[config.mk]
export PLATFORM = sky130hd
export DESIGN_NAME = tff_bank_ctrl
export DESIGN_NICKNAME = d
export VERILOG_FILES = /design/src/rtl/tff_bank_ctrl.sv
export SDC_FILE = /design/constraint.sdc
export NUM_CORES = 1
export LEC_CHECK = 0
export BUFFER_PORTS_ARGS = -buffer_cell sky130_fd_sc_hd__buf_2
export CAP_MARGIN = 20
export CELL_PAD_IN_SITES_DETAIL_PLACEMENT = 1
export CELL_PAD_IN_SITES_GLOBAL_PLACEMENT = 1
export CORE_ASPECT_RATIO = 0.7
export CORE_UTILIZATION = 45
export DETAILED_ROUTE_END_ITERATION = 10
export GPL_TIMING_DRIVEN = 0
export PLACE_DENSITY_LB_ADDON = 0.25
export SLEW_MARGIN = 20
export SYNTH_ARGS = -nofsm -noshare
export SYNTH_HDL_FRONTEND = slang
export SYNTH_SLANG_ARGS = --single-unit
[constraint.sdc]
create_clock -name clk -period 3.8 [get_ports clk]
set_input_delay 0.38 -clock clk [delete_from_list [all_inputs] [get_ports clk]]
set_output_delay 0.38 -clock clk [all_outputs]
set_load 0.005 [all_outputs]
[src/rtl/tff_bank_ctrl.sv]
// rtl/tff_bank_ctrl.sv - strobe sequencer for a bank of tff cells; optional read-back verify via TFF_BANK_CTRL_VERIFY_EN
module tff_bank_ctrl #(
   parameter int NCELLS     = 8,
   parameter int AW         = 3,
   parameter int CLR_CYCLES = 1,
   parameter int WE_PULSE   = 2,
   parameter int RE_CYCLES  = 5
) (
   input  logic              clk,
   input  logic              rstb,
   input  logic              req_valid,
   output logic              req_ready,
   input  logic [1:0]        req_op,
   input  logic [AW-1:0]     req_addr,
   input  logic              req_data,
   output logic              rsp_valid,
   output logic              rsp_data,
   output logic              rsp_err,
   output logic [NCELLS-1:0] cell_rstb,
   output logic [NCELLS-1:0] cell_we,
   output logic [NCELLS-1:0] cell_re,
   input  logic [NCELLS-1:0] cell_out
);

   typedef enum logic [2:0] {
      S_IDLE, S_CLR, S_GAP1, S_WE, S_GAP2, S_RD, S_RSP
   } state_t;

   // Command encoding: 00 nop, 01 write, 10 read, 11 clear.
   localparam logic [1:0] OP_NOP = 2'b00;
   localparam logic [1:0] OP_WR  = 2'b01;
   localparam logic [1:0] OP_RD  = 2'b10;

   // One bit wider than the address so NCELLS itself is representable.
   localparam logic [AW:0] LIMIT = (AW+1)'(NCELLS);

   state_t            state;
   logic [7:0]        cnt;
   logic [1:0]        op_q;
   logic [AW-1:0]     addr_q;
   logic              data_q;
   logic [NCELLS-1:0] req_sel;
   logic [NCELLS-1:0] addr_sel;
   logic              rd_bit;
   logic              accept;
   logic              addr_bad;

   assign accept   = req_valid && req_ready && (req_op != OP_NOP);
   assign addr_bad = ({1'b0, req_addr} >= LIMIT);
   assign rd_bit   = |(cell_out & addr_sel);

   // One-hot cell selects for the incoming and the latched address.
   always_comb begin
      req_sel  = '0;
      addr_sel = '0;
      for (int i = 0; i < NCELLS; i++) begin
         req_sel[i]  = ({1'b0, req_addr} == (AW+1)'(i));
         addr_sel[i] = ({1'b0, addr_q}   == (AW+1)'(i));
      end
   end

   // Sequencer: every output is registered for the state being entered.
   always_ff @(posedge clk or negedge rstb) begin
      if (!rstb) begin
         state     <= S_IDLE;
         cnt       <= '0;
         op_q      <= OP_NOP;
         addr_q    <= '0;
         data_q    <= 1'b0;
         req_ready <= 1'b0;
         rsp_valid <= 1'b0;
         rsp_data  <= 1'b0;
         rsp_err   <= 1'b0;
         cell_rstb <= '0;
         cell_we   <= '0;
         cell_re   <= '0;
      end else begin
         rsp_valid <= 1'b0;
         rsp_err   <= 1'b0;
         cell_rstb <= '1;
         cell_we   <= '0;
         cell_re   <= '0;
         case (state)
            S_IDLE: begin
               req_ready <= 1'b1;
               if (accept) begin
                  op_q      <= req_op;
                  addr_q    <= req_addr;
                  data_q    <= req_data;
                  cnt       <= '0;
                  req_ready <= 1'b0;
                  if (addr_bad) begin
                     state     <= S_RSP;
                     rsp_valid <= 1'b1;
                     rsp_data  <= 1'b0;
                     rsp_err   <= 1'b1;
                  end else if (req_op == OP_RD) begin
                     state   <= S_RD;
                     cell_re <= req_sel;
                  end else begin
                     state     <= S_CLR;
                     cell_rstb <= ~req_sel;
                  end
               end
            end
            S_CLR: begin
               if (cnt == 8'(CLR_CYCLES - 1)) begin
                  state <= S_GAP1;
               end else begin
                  cnt       <= cnt + 8'd1;
                  cell_rstb <= ~addr_sel;
               end
            end
            S_GAP1, S_GAP2: begin
               cnt <= '0;
               if (state == S_GAP1 && op_q == OP_WR && data_q) begin
                  state   <= S_WE;
                  cell_we <= addr_sel;
               end else begin
`ifdef TFF_BANK_CTRL_VERIFY_EN
                  state   <= S_RD;
                  cell_re <= addr_sel;
`else
                  state     <= S_IDLE;
                  req_ready <= 1'b1;
`endif
               end
            end
            S_WE: begin
               if (cnt == 8'(WE_PULSE - 1)) begin
                  state <= S_GAP2;
               end else begin
                  cnt     <= cnt + 8'd1;
                  cell_we <= addr_sel;
               end
            end
            S_RD: begin
               if (cnt == 8'(RE_CYCLES - 1)) begin
                  state     <= S_RSP;
                  rsp_valid <= 1'b1;
                  rsp_data  <= rd_bit;
`ifdef TFF_BANK_CTRL_VERIFY_EN
                  // Expected read-back is the write data, or 0 after a clear.
                  if (op_q != OP_RD)
                     rsp_err <= (rd_bit != (op_q == OP_WR && data_q));
`endif
               end else begin
                  cnt     <= cnt + 8'd1;
                  cell_re <= addr_sel;
               end
            end
            S_RSP: begin
               state     <= S_IDLE;
               req_ready <= 1'b1;
            end
            default: begin
               state     <= S_IDLE;
               req_ready <= 1'b1;
            end
         endcase
      end
   end

endmodule
==> results.sh <==
export IMPL_cpMaxStageDelayCell="or4_4"
export IMPL_fillers=514
export IMPL_vias=1797
export IMPL_grt_start_max_net_pins=45
export IMPL_cts_made_buffers=5
export IMPL_rows=20
export IMPL_crit_family="compound AO/OA/AOI/OAI gates"
export IMPL_place_gp_congestion=0.828
export IMPL_die_w_um=84.0
export IMPL_crit_fanout=10
export IMPL_met1_length_mm=2.78
export IMPL_first_global_vias=1798
export IMPL_synth_nets=223
export IMPL_post_cts_repair_setup_buffers=0
export IMPL_grt_setup_unrepaired="false"
export IMPL_hold_class="primary input to asynchronous set/reset pin"
export IMPL_p_leak_nw=1.14
export IMPL_tightest_slew_ps=709
export IMPL_ios=45
export IMPL_p_seq_frac=0.580
export IMPL_reg2reg_from="cnt[3]"
export IMPL_ys_types=54
export IMPL_die_area_mm2=0.00499
export IMPL_drc=10
export IMPL_cts_resized_gates=0
export IMPL_cts_tree="built"
export IMPL_clkTransAtPathRegs_ps=90
export IMPL_wl_met2_mm=2.60
export IMPL_finClkSkew_ps=9.97
export IMPL_htree_levels=2
export IMPL_viasPerCell=5.83
export IMPL_layout_nets=272
export IMPL_report_final_slew_viol_count=0
export IMPL_antenna_found_initial=0
export IMPL_p_sw_frac=0.246
export IMPL_fin_hold_ws_ps=51.0
export IMPL_fp_dieH_um=59.4
export IMPL_crit_chain="or4_4 > nor2_1 > a311oi_1 > a31oi_2 > o21ai_0"
export IMPL_maxCapViolations=0
export IMPL_grt_total_usage=0.259
export IMPL_hold_buffers=0
export IMPL_max_freq_mhz=407
export IMPL_diodes=0
export IMPL_routed_wl_mm=5.81
export IMPL_grt_pass1_wl_mm=9.58
export IMPL_cp_slowest_stage_delay_ps=610
export IMPL_critPathBufInv=0
export IMPL_p_per_area_mw_per_mm2=324
export IMPL_synth_edf_count=0
export IMPL_intPower_w=0.000608
export IMPL_fin_crit_ps=2460
export IMPL_ir_worst_vdd_v=0.000219
export IMPL_finalCritPeriodShare=0.646
export IMPL_coreArea_mm2=0.00443
export IMPL_drt_pass1_iter_count=8
export IMPL_netlist_instances=203
export IMPL_power_w=0.000807
export IMPL_startpoint_type="flop"
export IMPL_critical_path_class="flop to flop"
export IMPL_r2r_cells=5
export IMPL_slew_headroom=0.526
export IMPL_cp_end_kind="flop"
export IMPL_hpwl_mm=4.29
export IMPL_synth_seq_cells=44
export IMPL_avgRoutedWirePerCell_um=18.9
export IMPL_outcome="complete, but fails checks"
export IMPL_initialDrtViolationCount=82
export IMPL_yosysWarnings=0
export IMPL_p_comb_frac=0.038
export IMPL_final_common_cell="dfrtp_1"
export IMPL_p_clk_frac=0.383
export IMPL_hold_viol=0
export IMPL_required_ps=3960
export IMPL_ant_nets=0
export IMPL_layout_common_cells="dfrtp_1 (44), buf_2 (43), nor2_1 (23)"
export IMPL_clock_latency_ps=310
export IMPL_cts_buffer_depth=2
export IMPL_switchingPower_w=0.000198
export IMPL_arrival_ps=2610
export IMPL_drive_above_1_share=0.277
export IMPL_violations="design-rule violations"
export IMPL_syn_to_final_growth_pct=17.5
export IMPL_tns_ps=0
export IMPL_async_reset_ff_frac=1.00
export IMPL_syn_area_per_cell_um2=10.4
export IMPL_synth_flop_cell="dfrtp_1"
export IMPL_setup_viol=0
export IMPL_start_util=0.479
export IMPL_dr_max_layer_used="met4"
export IMPL_clock_sinks=44
export IMPL_crit_start="cnt[3]"
export IMPL_rr_endpoint="state[1]"
export IMPL_routed_wl_met3_um=345
export IMPL_cts_root_buf="clkbuf_8"
export IMPL_place_port_buffers=42
export IMPL_syn_area_mm2=0.00212
export IMPL_rrSetupSlack_ps=1340
export IMPL_grt_overflow=0
export IMPL_yosysSeqAreaShare=0.519
[layer usage]
metal	up-vias	track usage
met5	-	0
met4	0	0.108
met3	10	0.0529
met2	51	0.396
met1	904	0.364
li1	832	-
[Yosys cell counts, drive strengths merged, types with 3 or more instances]
library cell   n  area share
buf            4       0.014
nor3           5       0.012
nor2          23       0.041
nand2b         8       0.024
nand3          8       0.019
a21oi          3      0.0071
mux2           7       0.037
o22ai          5       0.015
ha             3       0.018
nand2         16       0.028
o32ai          3       0.012
clkbuf         8       0.014
a31oi          7       0.024
o22a           3       0.012
o21ai          5       0.012
dfrtp         44        0.52
and2           3       0.010
nor2b          3      0.0089
nand3b         4       0.014
inv            6       0.011
[how the worst max path moves through the flow]
stage	depth (start not counted)	slack [ps]	to
3_3_place_gp	5	1450	state[1]
2_1_floorplan	6	1800	cnt[2]
6_report	5	1340	state[1]
4_1_cts	5	1380	state[1]
3_5_place_dp	5	1380	state[1]
5_1_grt	5	1240	state[1]
[logic make-up after synthesis]
group           after synthesis  share of synthesized area
flops                        44                      0.519
compound gates               44                      0.163
simple gates                 82                      0.205
other cells                   1                    0.00177
mux                           9                     0.0466
fa+ha+maj                     3                     0.0177
xor+xnor                      2                    0.00827
buf+inv                      18                     0.0384
[power by group through the flow]
stage                     sequential (W)  combinational, W  clock, W
after floorplan                 0.000477        0.00000799         0
after global placement          0.000477         0.0000289         0
after detailed placement        0.000477         0.0000304         0
after CTS                       0.000468         0.0000307  0.000314
after global routing            0.000468         0.0000341  0.000334
final                           0.000468         0.0000303  0.000309
[worst register-to-register path, cell delays in order, from the launching register on]
cell and delay [ps]:
dfrtp_1 440, or4_4 610, nor2_1 270, a311oi_1 210
a31oi_2 580, o21ai_0 190
[sequential cells by signal, indices dropped and copies added (netlist names)]
signal,count
cell_re,8
cell_rstb,8
cell_we,8
cnt,8
addr_q,3
state,3
op_q,2
data_q,1
req_ready,1
rsp_data,1
rsp_valid,1
[stage by stage]
stage	instances	utilization	worst slack [ps]	area (um^2)
3_5_place_dp	300	0.542	1380	2400
5_1_grt	308	0.562	1240	2490
2_1_floorplan	203	-	1800	2120
3_3_place_gp	300	0.542	1450	2400
4_1_cts	308	0.562	1380	2490
6_report	308	0.562	1340	2490
[cell type report]
| class | instances | area (um^2) | area share |
|---|---|---|---|
| Sequential cell | 44 | 1100 | 0.442 |
| Tap cell | 55 | 68.8 | 0.0276 |
| Inverter | 6 | 22.5 | 0.00904 |
| Clock buffer | 5 | 68.8 | 0.0276 |
| Timing Repair Buffer | 42 | 213 | 0.0854 |
| Clock inverter | 3 | 21.3 | 0.00854 |
| Multi-Input combinational cell | 141 | 937 | 0.376 |
| Buffer | 12 | 58.8 | 0.0236 |
No activity file was read; power rests on OpenSTA's default activity.
